`src/rtl/mdu_ctrl_if.sv`:
```
// mdu_ctrl_if: execute-stage <-> multiply/divide unit handshake and HI/LO readout.
// master = pipeline side, slave = MDU side.
interface mdu_ctrl_if;
   logic        req;
   logic [5:0]  funct;
   logic [31:0] rs;
   logic [31:0] rt;
   logic        busy;
   logic        stall;
   logic        done;
   logic [31:0] hi;
   logic [31:0] lo;

   modport master (
      output req, funct, rs, rt,
      input  busy, stall, done, hi, lo
   );

   modport slave (
      input  req, funct, rs, rt,
      output busy, stall, done, hi, lo
   );
endinterface

```
`src/rtl/mdu_ctrl.sv`:
```
// mdu_ctrl: multi-cycle MIPS multiply/divide sequencer owning HI/LO.
// Iterative 32-step shift-add multiplier and restoring divider on operand
// magnitudes, followed by one FIX cycle that applies sign correction.
// Optional build macro MDU_FAST_MUL_EN: MULT/MULTU use a single-cycle
// combinational multiply and skip the RUN phase (divide unchanged).
module mdu_ctrl (
   input  logic       clk,
   input  logic       rst_n,
   mdu_ctrl_if.slave  bus
);

   localparam logic [5:0] F_MTHI  = 6'b010001;
   localparam logic [5:0] F_MTLO  = 6'b010011;
   localparam logic [5:0] F_MULT  = 6'b011000;
   localparam logic [5:0] F_MULTU = 6'b011001;
   localparam logic [5:0] F_DIV   = 6'b011010;
   localparam logic [5:0] F_DIVU  = 6'b011011;

   typedef enum logic [1:0] {IDLE, RUN, FIX} state_t;

   state_t      state, state_nxt;
   logic [4:0]  cnt;
   logic [31:0] opb;      // multiplicand or divisor magnitude
   logic [63:0] acc;      // mul: {partial, multiplier}; div: {rem, quotient}
   logic        is_div;
   logic        rsgn;     // product/quotient negate
   logic        rmsgn;    // remainder takes dividend sign
   logic        dz;       // divide by zero: quotient forced to all ones
   logic [31:0] hi_q, lo_q;
   logic        done_q;
   logic        busy_c;

   // request decode
   logic        accept, f_mul, f_div, f_sgn, a_neg, b_neg;
   logic [31:0] a_mag, b_mag;

   always_comb begin
      accept = bus.req && (state == IDLE);
      f_mul  = (bus.funct == F_MULT) || (bus.funct == F_MULTU);
      f_div  = (bus.funct == F_DIV)  || (bus.funct == F_DIVU);
      f_sgn  = (bus.funct == F_MULT) || (bus.funct == F_DIV);
      a_neg  = f_sgn && bus.rs[31];
      b_neg  = f_sgn && bus.rt[31];
      a_mag  = a_neg ? (32'd0 - bus.rs) : bus.rs;
      b_mag  = b_neg ? (32'd0 - bus.rt) : bus.rt;
   end

   // one iteration of each engine
   logic [32:0] mul_sum;
   logic [63:0] mul_nxt;
   logic [32:0] div_shl;
   logic [33:0] div_diff;
   logic [63:0] div_nxt;

   always_comb begin
      mul_sum  = acc[0] ? ({1'b0, acc[63:32]} + {1'b0, opb}) : {1'b0, acc[63:32]};
      mul_nxt  = {mul_sum, acc[31:1]};
      div_shl  = {acc[63:32], acc[31]};
      div_diff = {1'b0, div_shl} - {2'b00, opb};
      if (!div_diff[33])
         div_nxt = {div_diff[31:0], acc[30:0], 1'b1};
      else
         div_nxt = {div_shl[31:0], acc[30:0], 1'b0};
   end

   // sign correction applied in FIX
   logic [63:0] prod_fix;
   logic [31:0] quo_fix, rem_fix;

   always_comb begin
      prod_fix = rsgn ? (64'd0 - acc) : acc;
      quo_fix  = (rsgn && !dz) ? (32'd0 - acc[31:0]) : acc[31:0];
      rem_fix  = rmsgn ? (32'd0 - acc[63:32]) : acc[63:32];
   end

   // state register
   always_ff @(posedge clk or negedge rst_n) begin
      if (!rst_n) state <= IDLE;
      else        state <= state_nxt;
   end

   // next-state logic
   always_comb begin
      state_nxt = state;
      case (state)
         IDLE: begin
            if (accept && f_div)
               state_nxt = RUN;
            else if (accept && f_mul) begin
`ifdef MDU_FAST_MUL_EN
               state_nxt = FIX;
`else
               state_nxt = RUN;
`endif
            end
         end
         RUN:     if (cnt == 5'd0) state_nxt = FIX;
         FIX:     state_nxt = IDLE;
         default: state_nxt = IDLE;
      endcase
   end

   // outputs
   always_comb begin
      busy_c    = (state != IDLE);
      bus.busy  = busy_c;
      bus.stall = bus.req && busy_c;
      bus.done  = done_q;
      bus.hi    = hi_q;
      bus.lo    = lo_q;
   end

   // operand latch, iteration and HI/LO writeback
   always_ff @(posedge clk or negedge rst_n) begin
      if (!rst_n) begin
         cnt    <= 5'd0;
         opb    <= 32'd0;
         acc    <= 64'd0;
         is_div <= 1'b0;
         rsgn   <= 1'b0;
         rmsgn  <= 1'b0;
         dz     <= 1'b0;
         hi_q   <= 32'd0;
         lo_q   <= 32'd0;
         done_q <= 1'b0;
      end else begin
         done_q <= (state == FIX);
         case (state)
            IDLE: begin
               if (accept && (f_mul || f_div)) begin
                  cnt    <= 5'd31;
                  is_div <= f_div;
                  rsgn   <= a_neg ^ b_neg;
                  rmsgn  <= f_div && a_neg;
                  dz     <= f_div && (bus.rt == 32'd0);
                  opb    <= f_div ? b_mag : a_mag;
                  if (f_div)
                     acc <= {32'd0, a_mag};
                  else begin
`ifdef MDU_FAST_MUL_EN
                     acc <= {32'd0, a_mag} * {32'd0, b_mag};
`else
                     acc <= {32'd0, b_mag};
`endif
                  end
               end
               if (accept && (bus.funct == F_MTHI)) hi_q <= bus.rs;
               if (accept && (bus.funct == F_MTLO)) lo_q <= bus.rs;
            end
            RUN: begin
               cnt <= cnt - 5'd1;
               acc <= is_div ? div_nxt : mul_nxt;
            end
            FIX: begin
               if (is_div) begin
                  hi_q <= rem_fix;
                  lo_q <= quo_fix;
               end else begin
                  hi_q <= prod_fix[63:32];
                  lo_q <= prod_fix[31:0];
               end
            end
            default: ;
         endcase
      end
   end

endmodule
```
`src/flat_wrapper.sv`:
```
// flat-port wrapper written by rule: the top's interface ports become plain ports
module mdu_ctrl_flat 
  (clk, rst_n, bus_req, bus_funct, bus_rs, bus_rt, bus_busy, bus_stall, bus_done, bus_hi, bus_lo);
  mdu_ctrl_if bus_i ();
  input  logic clk;
  input  logic rst_n;
  input wire logic [$bits(bus_i.req)-1:0] bus_req;
  input wire logic [$bits(bus_i.funct)-1:0] bus_funct;
  input wire logic [$bits(bus_i.rs)-1:0] bus_rs;
  input wire logic [$bits(bus_i.rt)-1:0] bus_rt;
  output wire logic [$bits(bus_i.busy)-1:0] bus_busy;
  output wire logic [$bits(bus_i.stall)-1:0] bus_stall;
  output wire logic [$bits(bus_i.done)-1:0] bus_done;
  output wire logic [$bits(bus_i.hi)-1:0] bus_hi;
  output wire logic [$bits(bus_i.lo)-1:0] bus_lo;
  assign bus_i.req = bus_req;
  assign bus_i.funct = bus_funct;
  assign bus_i.rs = bus_rs;
  assign bus_i.rt = bus_rt;
  assign bus_busy = bus_i.busy;
  assign bus_stall = bus_i.stall;
  assign bus_done = bus_i.done;
  assign bus_hi = bus_i.hi;
  assign bus_lo = bus_i.lo;
  mdu_ctrl u_core (.clk(clk), .rst_n(rst_n), .bus(bus_i));
endmodule
```
`config.mk`:
```
export PLATFORM = sky130hd
export DESIGN_NAME = mdu_ctrl_flat
export DESIGN_NICKNAME = d
export VERILOG_FILES = /design/src/rtl/mdu_ctrl_if.sv /design/src/rtl/mdu_ctrl.sv /design/src/flat_wrapper.sv
export SDC_FILE = /design/constraint.sdc
export NUM_CORES = 1
export LEC_CHECK = 0
export CORE_MARGIN = 2
export CORE_UTILIZATION = 45
export CTS_CLUSTER_SIZE = 10
export DETAILED_ROUTE_END_ITERATION = 7
export HOLD_SLACK_MARGIN = 0.08
export PLACE_DENSITY = 0.63
export SLEW_MARGIN = 20
export SYNTH_ARGS = -nofsm -noshare
export SYNTH_HDL_FRONTEND = slang
export SYNTH_SLANG_ARGS = --single-unit
export TNS_END_PERCENT = 30
```
`constraint.sdc`:
```
create_clock -name clk -period 3.87 [get_ports clk]
set_input_delay 0.387 -clock clk [delete_from_list [all_inputs] [get_ports clk]]
set_output_delay 0.387 -clock clk [all_outputs]
set_load 0.05 [all_outputs]
```
* Word-level counts from Yosys, hierarchy flattened *
Cells that the tools add are included.

word-level totals
  word-level logic and storage cells = 85
  register bits after elaboration = 172
  output and inout port bits = 67
  bits of input ports = 73

cells by class
  bitwise logic cells = 1
  muxes and demuxes = 24
  eq/ne operators = 13
  reductions and logical operators = 28
  $add $sub $neg = 8

operators by type and width
  operator               count
  $mux 32                10
  $mux 64                4
  $pmux 32 s2            2
  $pmux 64 s2            1
  $sub 1x32->32 const A  4
  $sub 1x64->64 const A  1
  $eq 6x5->1 const B     6
  $sub 33x32->34         1
  $add 32x32->33         1
  $mux 33                1
  $logic_not 32->1       1
  $logic_and 1x1->1      12
  $pmux 5 s2             1
  $reduce_and 2->1       5
  $mux 2                 3
  $ne 2x2->1 const B     3
  $reduce_bool 2->1      3
  $logic_not 5->1        1
  $mux 5                 1
  $sub 5x1->5 const B    1
  $logic_or 1x1->1       4
  $pmux 2 s2             1
  $ne 3x3->1 const B     1
  $eq 2x1->1 const B     1
  5 further kinds        5

* Longest topological paths before layout *
Gate-level depths: netlist of run 1.

  depth in word-level cells = 7
  depth in mapped cells = 13
  mapped depth without buffers = 13

* Least setup slack after synthesis of run 1 *
No wires, ideal clock.

  kind = reg2reg
  from = register u_core.acc[46]
  to = register u_core.acc[59]
  setup slack = 0.672 ns
  stages on the path, launching flop included = 12
  path buffers = 2
  setup time = 0.122 ns
  arrival time = 3.077 ns
  data required time = 3.748 ns
  clock period less this slack = 3.198 ns
  cells stage by stage = dfrtp_1 > ha_1 > clkbuf_1 > nand2_1 > or4_1 > a211oi_1 > nor3_1 > o31a_1 > clkbuf_1 > nor2_1 > nand3_1 > a32o_1

on the way
  cells in the longest elaborated chain, start to end = 4
  elaborated cells on any way between the ends = 6
  those cells by class = add/sub (2); mux (4)

RTL lines
  item                                              RTL line                        source
  start: declaration                                mdu_ctrl.sv:24                  logic [63:0] acc;
  start signal: assignment                          mdu_ctrl.sv:138                 acc <= {32'd0, a_mag};
  start signal: assignment                          mdu_ctrl.sv:143                 acc <= {32'd0, b_mag};
  start signal: assignment                          mdu_ctrl.sv:152                 acc <= is_div ? div_nxt : mul_nxt;
  $sub 33x32->34 or $add 32x32->33 (tied branches)  mdu_ctrl.sv:59, mdu_ctrl.sv:56
  $mux 64 or $mux 33 (tied branches)                mdu_ctrl.sv:60, mdu_ctrl.sv:56
  $mux 64 (*)                                       mdu_ctrl.sv:152
  $pmux 64 s2 (*)                                   mdu_ctrl.sv:128                 case (state)

Mark *: on every way between the ends. The rest lies on a longest branch, timed or not.
A chain may end at the register's enable or synchronous reset.

* Worst setup path in the final report of run 1 *
  from = register u_core.acc[10]
  to = register u_core.hi_q[30] (netlist: u_core.bus.hi[30])

on the way
  cells in the longest elaborated chain, start to end = 4

RTL lines
  item                    RTL line         source
  $sub 1x64->64           mdu_ctrl.sv:71   prod_fix = rsgn ? (64'd0 - acc) : acc;
  $mux 64                 mdu_ctrl.sv:71
  $mux 32                 mdu_ctrl.sv:155  if (is_div) begin
  $pmux 32 s2             mdu_ctrl.sv:128
  end signal: assignment  mdu_ctrl.sv:147  if (accept && (bus.funct == F_MTHI)) hi_q <= bus.rs;
  end signal: assignment  mdu_ctrl.sv:156  hi_q <= rem_fix;
  end signal: assignment  mdu_ctrl.sv:159  hi_q <= prod_fix[63:32];
  end: declaration        mdu_ctrl.sv:29   logic [31:0] hi_q, lo_q;

Every way passes these cells.

==> results of run 1 <==
-- metal layers --
metal	routed length, um	GRT usage [%]	up-vias
li1	-	-	7286
met1	26340	48.31	7524
met2	23950	46.80	868
met3	6356	8.687	79
met4	1463	9.737	0
met5	0	0	-
-- worst max-delay path by stage --
stage,start,slack [ns],to
global route,u_core.acc[31]$_DFFE_PN0P_,0.03,u_core.acc[60]$_DFFE_PN0P_
global placement,bus_rs[4],0.32,u_core.opb[27]$_DFFE_PN0P_
finish,u_core.acc[10]$_DFFE_PN0P_,0.30,u_core.bus.hi[30]$_DFFE_PN0P_
CTS,u_core.acc[31]$_DFFE_PN0P_,0.26,u_core.acc[58]$_DFFE_PN0P_
floorplan,u_core.acc[46]$_DFFE_PN0P_,0.67,u_core.acc[59]$_DFFE_PN0P_
detailed placement,bus_rt[0],0.26,u_core.opb[26]$_DFFE_PN0P_
-- logic make-up after synthesis --
kind of cell | count (synthesis) | share of synthesized area, %
AND/OR/NAND/NOR | 641 | 19.64
AO/OA/AOI/OAI | 615 | 26.11
buffers and inverters | 199 | 5.063
flip-flops | 172 | 28.50
XOR/XNOR | 169 | 9.802
multiplexers | 72 | 4.822
adder cells (fa/ha/maj) | 72 | 6.065
-- worst max-delay path, delay by kind of cell, from the launching register on --
family	cells	cell delay [ns]
AO/OA/AOI/OAI	2	0.62
flip-flops	1	0.44
AND/OR/NAND/NOR	6	2.34
-- what timing repair did --
| action | CTS | global route |
|---|---|---|
| hold endpoints to repair | 61 | 0 |
| resized for setup | 0 | 1 |
| setup endpoints to repair | 0 | 3 |
| hold buffers | 1 | 0 |
-- synthesized netlist by cell type (all sizes together) (4+ instances only) --
library cell  number
a211oi            41
a21boi             4
a21o              26
a21oi            158
a221oi             5
a22o              14
a311oi             4
a31oi             51
and2              12
and3              13
buf               15
clkbuf           118
dfrtp            172
ha                70
inv               66
mux2               6
mux2i             66
nand2            258
nand2b             8
nand3             42
nand4              9
nor2             164
nor2b             26
nor3              37
nor4              15
nor4b              7
o2111ai            4
o211ai            28
o21a              10
o21ai            162
o21bai             8
o221ai            36
o22ai              7
o31a               4
o31ai             19
o41ai             12
or2                7
or3               14
or4               17
xnor2            102
xor2              67
-- cell type report --
cell class                 instances  share of cell area, %
timing repair buffer             242                  12.21
clock inverter                    11                 0.5991
clock buffer                      21                  2.563
sequential                       172                  23.97
inverter                          66                  1.379
tap                              448                  3.121
multi-input combinational       1569                  56.16
-- registers in the layout (all words and copies together) (netlist names), 2 cells and up --
register       cells
u_core.opb        32
u_core.cnt         5
u_core.bus.lo     32
u_core.acc        64
u_core.state       2
u_core.bus.hi     32
-- stage by stage --
step / total power [mW] / instance area [sq um] / cells / utilization [%] / hold slack (ns)
final: 11.15 / 17960 / 2529 / 53.97 / 0.5012
after global routing: 11.86 / 17960 / 2529 / 53.97 / 0.5219
after CTS: 10.98 / 17950 / 2529 / 53.95 / 0.5164
after detailed placement: 9.194 / 17380 / 2496 / 52.21 / 0.4392
after global placement: 9.158 / 17370 / 2496 / 52.21 / 0.4384
after floorplan: 7.059 / 15100 / 1940 / - / 0.09141
-- power groups by stage --
stage | Combinational, mW | Sequential, mW | Clock, mW
4_1_cts | 6.43 | 2.78 | 1.77
3_3_place_gp | 6.36 | 2.80 | 0
3_5_place_dp | 6.38 | 2.81 | 0
2_1_floorplan | 4.31 | 2.75 | 0
6_report | 6.59 | 2.80 | 1.76
5_1_grt | 7.19 | 2.85 | 1.83
==> results.yml, run 1 <==
drt:
  via_per_inst: 6.231
  drtIter0Drc: 1631
  vias: 15760
  drc: 0
  first_pass_iters: 7
  wl_per_cell_um: 22.98
  totalWireLength_um: 58110
  ant_nets: 0
power:
  ir_drop_uv: 396.5
  p_int_mw: 5.765
  pwr-share-clk_pct: 15.8
  p_switching_mw: 5.385
  seqPwrFrac_pct: 25.2
  p_per_area_nw_per_um2: 620.8
  p_comb_share_pct: 59.1
  p_leak_nw: 7.314
  switching_share_pct: 48.30
timing:
  timing.slew.headroom_pct: 26.81
  drv_slew: 0
  rsz0062_at_grt: "false"
  fin_crit_ns: 3.569
  hold_viol: 0
  max_freq_mhz: 280.2
  setup_ws_ns: 0.3009
  tightest_slew_ns: 1.098
  tns_ns: 0
  fin_crit_sh_pct: 92.22
  finalSetupViolations: 0
  fin_skew_ns: 0.01332
placement:
  place.gp.congestion: 0.9716
  portBuffers: 139
  preCtsSetupSlack_ns: 0.2616
  dp_hpwl_um: 45000
critical_path:
  cp.required_ns: 4.17
  slowest_delay_ns: 0.60
  r2r-start: "u_core.acc[10]$_DFFE_PN0P_"
  crit_path_max_fanout: 14
  critPathArrivalTime_ns: 3.87
  end_kind: "register"
  crit_type: "reg -> reg"
  path_cells: "or4_4 -> nor4b_4 -> or4b_4 -> or3_4 -> o31a_1 -> or3_1 -> nand3_1 -> o21ai_0"
  rr_endpoint: "u_core.bus.hi[30]$_DFFE_PN0P_"
  rrSetupSlack_ns: 0.30
  reg2regPathDepth: 8
  cpMaxStageDelayCell: "or4_4"
  startpoint_type: "register"
run_status:
  status: "finished clean"
clock_network:
  cts_buffers: 17
  cts.clk_slew.worst_paths_ns: 0.07
  clock_path_buffers: 2
  clkLatencyLatePin_ns: 0.46
  tritoncts: "yes"
  cts_sinks: 172
  cts_setup_buffers: 0
  htreeDepth: 4
  cts_root_buffer: "clkbuf_16"
floorplanning:
  fp.dieH_um: 187.2
  die_area_sq_um: 35040
  io_pins: 140
  dieWidth_um: 187.2
  start_util_pct: 45.37
  placementRows: 67
  fp.coreArea_sq_um: 33280
run:
  drv_cap: 0
global_route:
  grt_pass1_vias: 14510
  antenna_found_initial: 0
  track_usage_pct: 32.83
  grt_pass1_wl_um: 88530
  grt_overflow: 0
  grt_max_degree: 75
final_layout:
  antenna_cells: 0
  fill_cells: 3170
  area_growth_pct: 18.95
  multi_input_area_sq_um: 10090
  drive_gt1_share_pct: 8.506
  final_cell_mix: "256 x nand2_1, 171 x dfrtp_1, 162 x nor2_1"
  nets: 2213
  final_common_cell: "nand2_1"
  seqCellArea_sq_um: 4305
synthesis:
  synth_warnings: 0
  synth_cell_types: 80
  synthTopCellsByArea: "dfrtp_1 29%, nand2_1 6.4%, xnor2_1 5.9%, ha_1 5.8%, a21oi_1 5.1%"
  yosysSeqAreaShare_pct: 28.50
  synth_area_sq_um: 15100
  syn_nets: 2085
  synth_edf_count: 0
  synth_async_sr_flop_share_pct: 100.0
  post-synth-top-area-cell: "dfrtp_1"
  synth_ff_type: "dfrtp_1"
  synth_top_area_share_pct: 28.50
  synth_seq_cells: 172
  netlist_instances: 1940
  synth_area_per_cell_sq_um: 7.784
hold_path:
  worstHoldPathType: "in -> async"
Power figures use the tool's default switching activity.
==> run 2: changes to the inputs <==
--- a/config.mk
+++ b/config.mk
@@ -5,12 +5,13 @@
 export SDC_FILE = /design/constraint.sdc
 export NUM_CORES = 1
 export LEC_CHECK = 0
+export ABC_AREA = 1
 export CORE_MARGIN = 2
 export CORE_UTILIZATION = 45
 export CTS_CLUSTER_SIZE = 10
 export DETAILED_ROUTE_END_ITERATION = 7
 export HOLD_SLACK_MARGIN = 0.08
-export PLACE_DENSITY = 0.63
+export PLACE_DENSITY = 0.62
 export SLEW_MARGIN = 20
 export SYNTH_ARGS = -nofsm -noshare
 export SYNTH_HDL_FRONTEND = slang
==> run 2 against run 1 <==
Compared with the run above:
- clock power is essentially flat
- clock skew grew 0.0059 ns
- critical path depth increased by 2
- maximum frequency increased by 12%
- register-to-register slack improved by 0.38 ns
- final area increased by 19%
- synthesized area rose by 24%
- setup slack gained 0.38 ns
- clock-buffer cell count down 2
- combinational power grew to 2.5 times the previous value
- via count is 46% higher
- critical path type unchanged
==> results.yml, run 2 <==
timing:
  fin_crit_sh_pct: 82.43
  max_freq_mhz: 313.5
  fin_skew_ns: 0.01919
  finalSetupViolations: 0
  fin_crit_ns: 3.190
  hold_viol: 0
  timing.slew.headroom_pct: 27.69
  drv_slew: 0
  tns_ns: 0
  tightest_slew_ns: 1.078
  rsz0062_at_grt: "false"
clock_network:
  clkLatencyLatePin_ns: 0.50
  clock_path_buffers: 2
  cts_setup_buffers: 0
  cts_sinks: 172
  cts.clk_slew.worst_paths_ns: 0.08
  htreeDepth: 4
  tritoncts: "yes"
  cts_buffers: 17
  cts_root_buffer: "clkbuf_16"
global_route:
  grt_pass1_vias: 21090
  grt_max_degree: 90
  antenna_found_initial: 4
  grt_overflow: 0
  grt.met2_usage_pct: 60.48
  top_usage_layer: "met2"
  track_usage_pct: 42.17
  grt_util_met1_pct: 57.46
  grt_use_met3_pct: 11.71
  grt_pass1_wl_um: 135500
critical_path:
  rr_endpoint: "u_core.opb[26]$_DFFE_PN0P_"
  crit_type: "reg -> reg"
  crit_path_max_fanout: 36
  crit_start: "u_core.state[0]$_DFFE_PN0P_"
  cp.required_ns: 4.24
  rrSetupSlack_ns: 0.68
  critPathArrivalTime_ns: 3.56
  r2r-start: "u_core.state[0]$_DFFE_PN0P_"
  end_kind: "register"
  startpoint_type: "register"
  reg2regPathDepth: 10
run_status:
  status: "finished clean"
synthesis:
  synth_area_per_cell_sq_um: 5.843
  post-synth-top-area-cell: "dfrtp_1"
  synth_top_area_share_pct: 22.94
  synth_edf_count: 0
  synthTopCellsByArea: "dfrtp_1 23%, nand2_1 22%, inv_1 9.1%, nand3_1 6.6%, nor2_1 5.6%"
  yosysSeqAreaShare_pct: 22.94
  synth_ff_type: "dfrtp_1"
  syn_nets: 3356
  yosysMostFrequentCell: "nand2_1"
  synth_async_sr_flop_share_pct: 100.0
  synth_area_sq_um: 18760
  netlist_instances: 3211
  synth_seq_cells: 172
  synth_cell_types: 54
  synthTopCellsByCount: "1112 x nand2_1, 454 x inv_1, 279 x nor2_1"
  synth_warnings: 0
power:
  p_per_area_nw_per_um2: 1045
  report.power.total_mw: 22.35
  pwr-share-clk_pct: 7.8
  p_switching_mw: 13.86
  seqPwrFrac_pct: 17.6
  p_int_mw: 8.491
  p_leak_nw: 10.93
  switching_share_pct: 62.01
  ir_drop_uv: 1155
  p_comb_share_pct: 74.5
placement:
  dp_hpwl_um: 75220
  portBuffers: 139
  place.gp.congestion: 1.116
  dpl.cell_count: 3842
  post_dp_cell_area_sq_um: 20830
drt:
  via_per_inst: 5.939
  first_pass_iters: 6
  wl_per_cell_um: 23.85
  drc: 0
  drtIter0Drc: 3123
  ant_nets: 0
  totalWireLength_um: 92470
  vias: 23020
floorplanning:
  fp.dieH_um: 208.2
  placementRows: 74
  start_util_pct: 45.74
  fp.coreArea_sq_um: 41020
  dieWidth_um: 208.2
  io_pins: 140
  die_area_sq_um: 43350
final_layout:
  fill_cells: 4350
  final_common_cell: "nand2_1"
  post-route-cell-area_sq_um: 21400
  drive_gt1_share_pct: 5.803
  multi_input_area_sq_um: 12250
  final_cell_count_no_fill: 3877
  top_register: "u_core.acc"
  area_growth_pct: 14.04
  largest_reg_flops: 64
  nets: 3475
  final_cell_mix: "1112 x nand2_1, 453 x inv_1, 278 x nor2_1"
  seqCellArea_sq_um: 4308
hold_path:
  min_path_cells: 2
  worstHoldPathType: "reg -> reg"
  holdPathEnd: "u_core.bus.hi[5]$_DFFE_PN0P_"
  min_from: "u_core.bus.hi[5]$_DFFE_PN0P_"
run:
  drv_cap: 0
## run 2: repair_timing
item | in CTS | in global routing
gates resized for setup | 0 | 0
hold endpoints to repair | 86 | 0
hold buffers | 1 | 0
## run 2: power groups by stage
| stage | Sequential (mW) | Clock (mW) | Combinational (mW) |
|---|---|---|---|
| finish | 3.94 | 1.75 | 16.7 |
| global route | 3.92 | 1.81 | 17.9 |
| CTS | 3.80 | 1.75 | 16.1 |
| detailed placement | 3.82 | 0 | 16.0 |
| global placement | 3.81 | 0 | 16.0 |
| floorplan | 4.41 | 0 | 9.61 |
## run 2: cell families (layout without fill, tap and decap cells)
kind of cell             Yosys count  in the layout  synth area share, %
AO/OA/AOI/OAI                    468            468                14.17
XOR/XNOR                          80             80                3.734
adder cells (fa/ha/maj)           72             72                4.881
buffers and inverters            572            704                11.83
flip-flops                       172            172                22.94
other                              0              2                    0
AND/OR/NAND/NOR                 1847           1847                42.44
## run 2: how the worst max path moves through the flow
| stage | end | slack, ns | cells after the start |
|---|---|---|---|
| after floorplan | u_core.bus.hi[14]$_DFFE_PN0P_ | 1.77 | 14 |
| after global placement | u_core.opb[26]$_DFFE_PN0P_ | 0.56 | 10 |
| after detailed placement | u_core.opb[26]$_DFFE_PN0P_ | 0.59 | 10 |
| after CTS | u_core.opb[26]$_DFFE_PN0P_ | 0.71 | 10 |
| after global routing | u_core.opb[26]$_DFFE_PN0P_ | 0.57 | 10 |
| final | u_core.opb[26]$_DFFE_PN0P_ | 0.68 | 10 |
## run 2: per-layer routing
metal / wire length (um) / share of wire [%]
met4: 5307 / 5.7
met1: 37560 / 41
met3: 12280 / 13
met2: 37290 / 40
met5: 26 / 0.028
## run 2: layout make-up
| cell class | count | share of cell area, % |
|---|---|---|
| clock inverter | 13 | 0.5087 |
| multi-input combinational | 2467 | 57.24 |
| sequential | 172 | 20.13 |
| clock buffer | 19 | 2.070 |
| tap | 532 | 3.111 |
| antenna | 2 | 0.02339 |
| timing repair buffer | 198 | 8.590 |
| inverter | 474 | 8.327 |
## run 2: worst max-delay path, stage by stage (launching register included)
cell,delay [ns]
dfrtp_1,0.42
nor2_1,0.27
inv_2,0.06
nor2_1,0.22
inv_2,0.12
nor2_8,0.36
nand2_1,0.42
clkinv_1,0.30
buf_4,0.41
nand2_1,0.11
nand3_1,0.33
## run 2: through the flow
step                hold slack, ns  util (%)  worst slack (ns)
floorplan                  0.09141         -             1.765
global placement            0.4815     50.78            0.5639
detailed placement          0.4885     50.78            0.5903
CTS                         0.5061     52.15            0.7134
global route                0.5228     52.15            0.5652
finish                      0.5017     52.17            0.6800
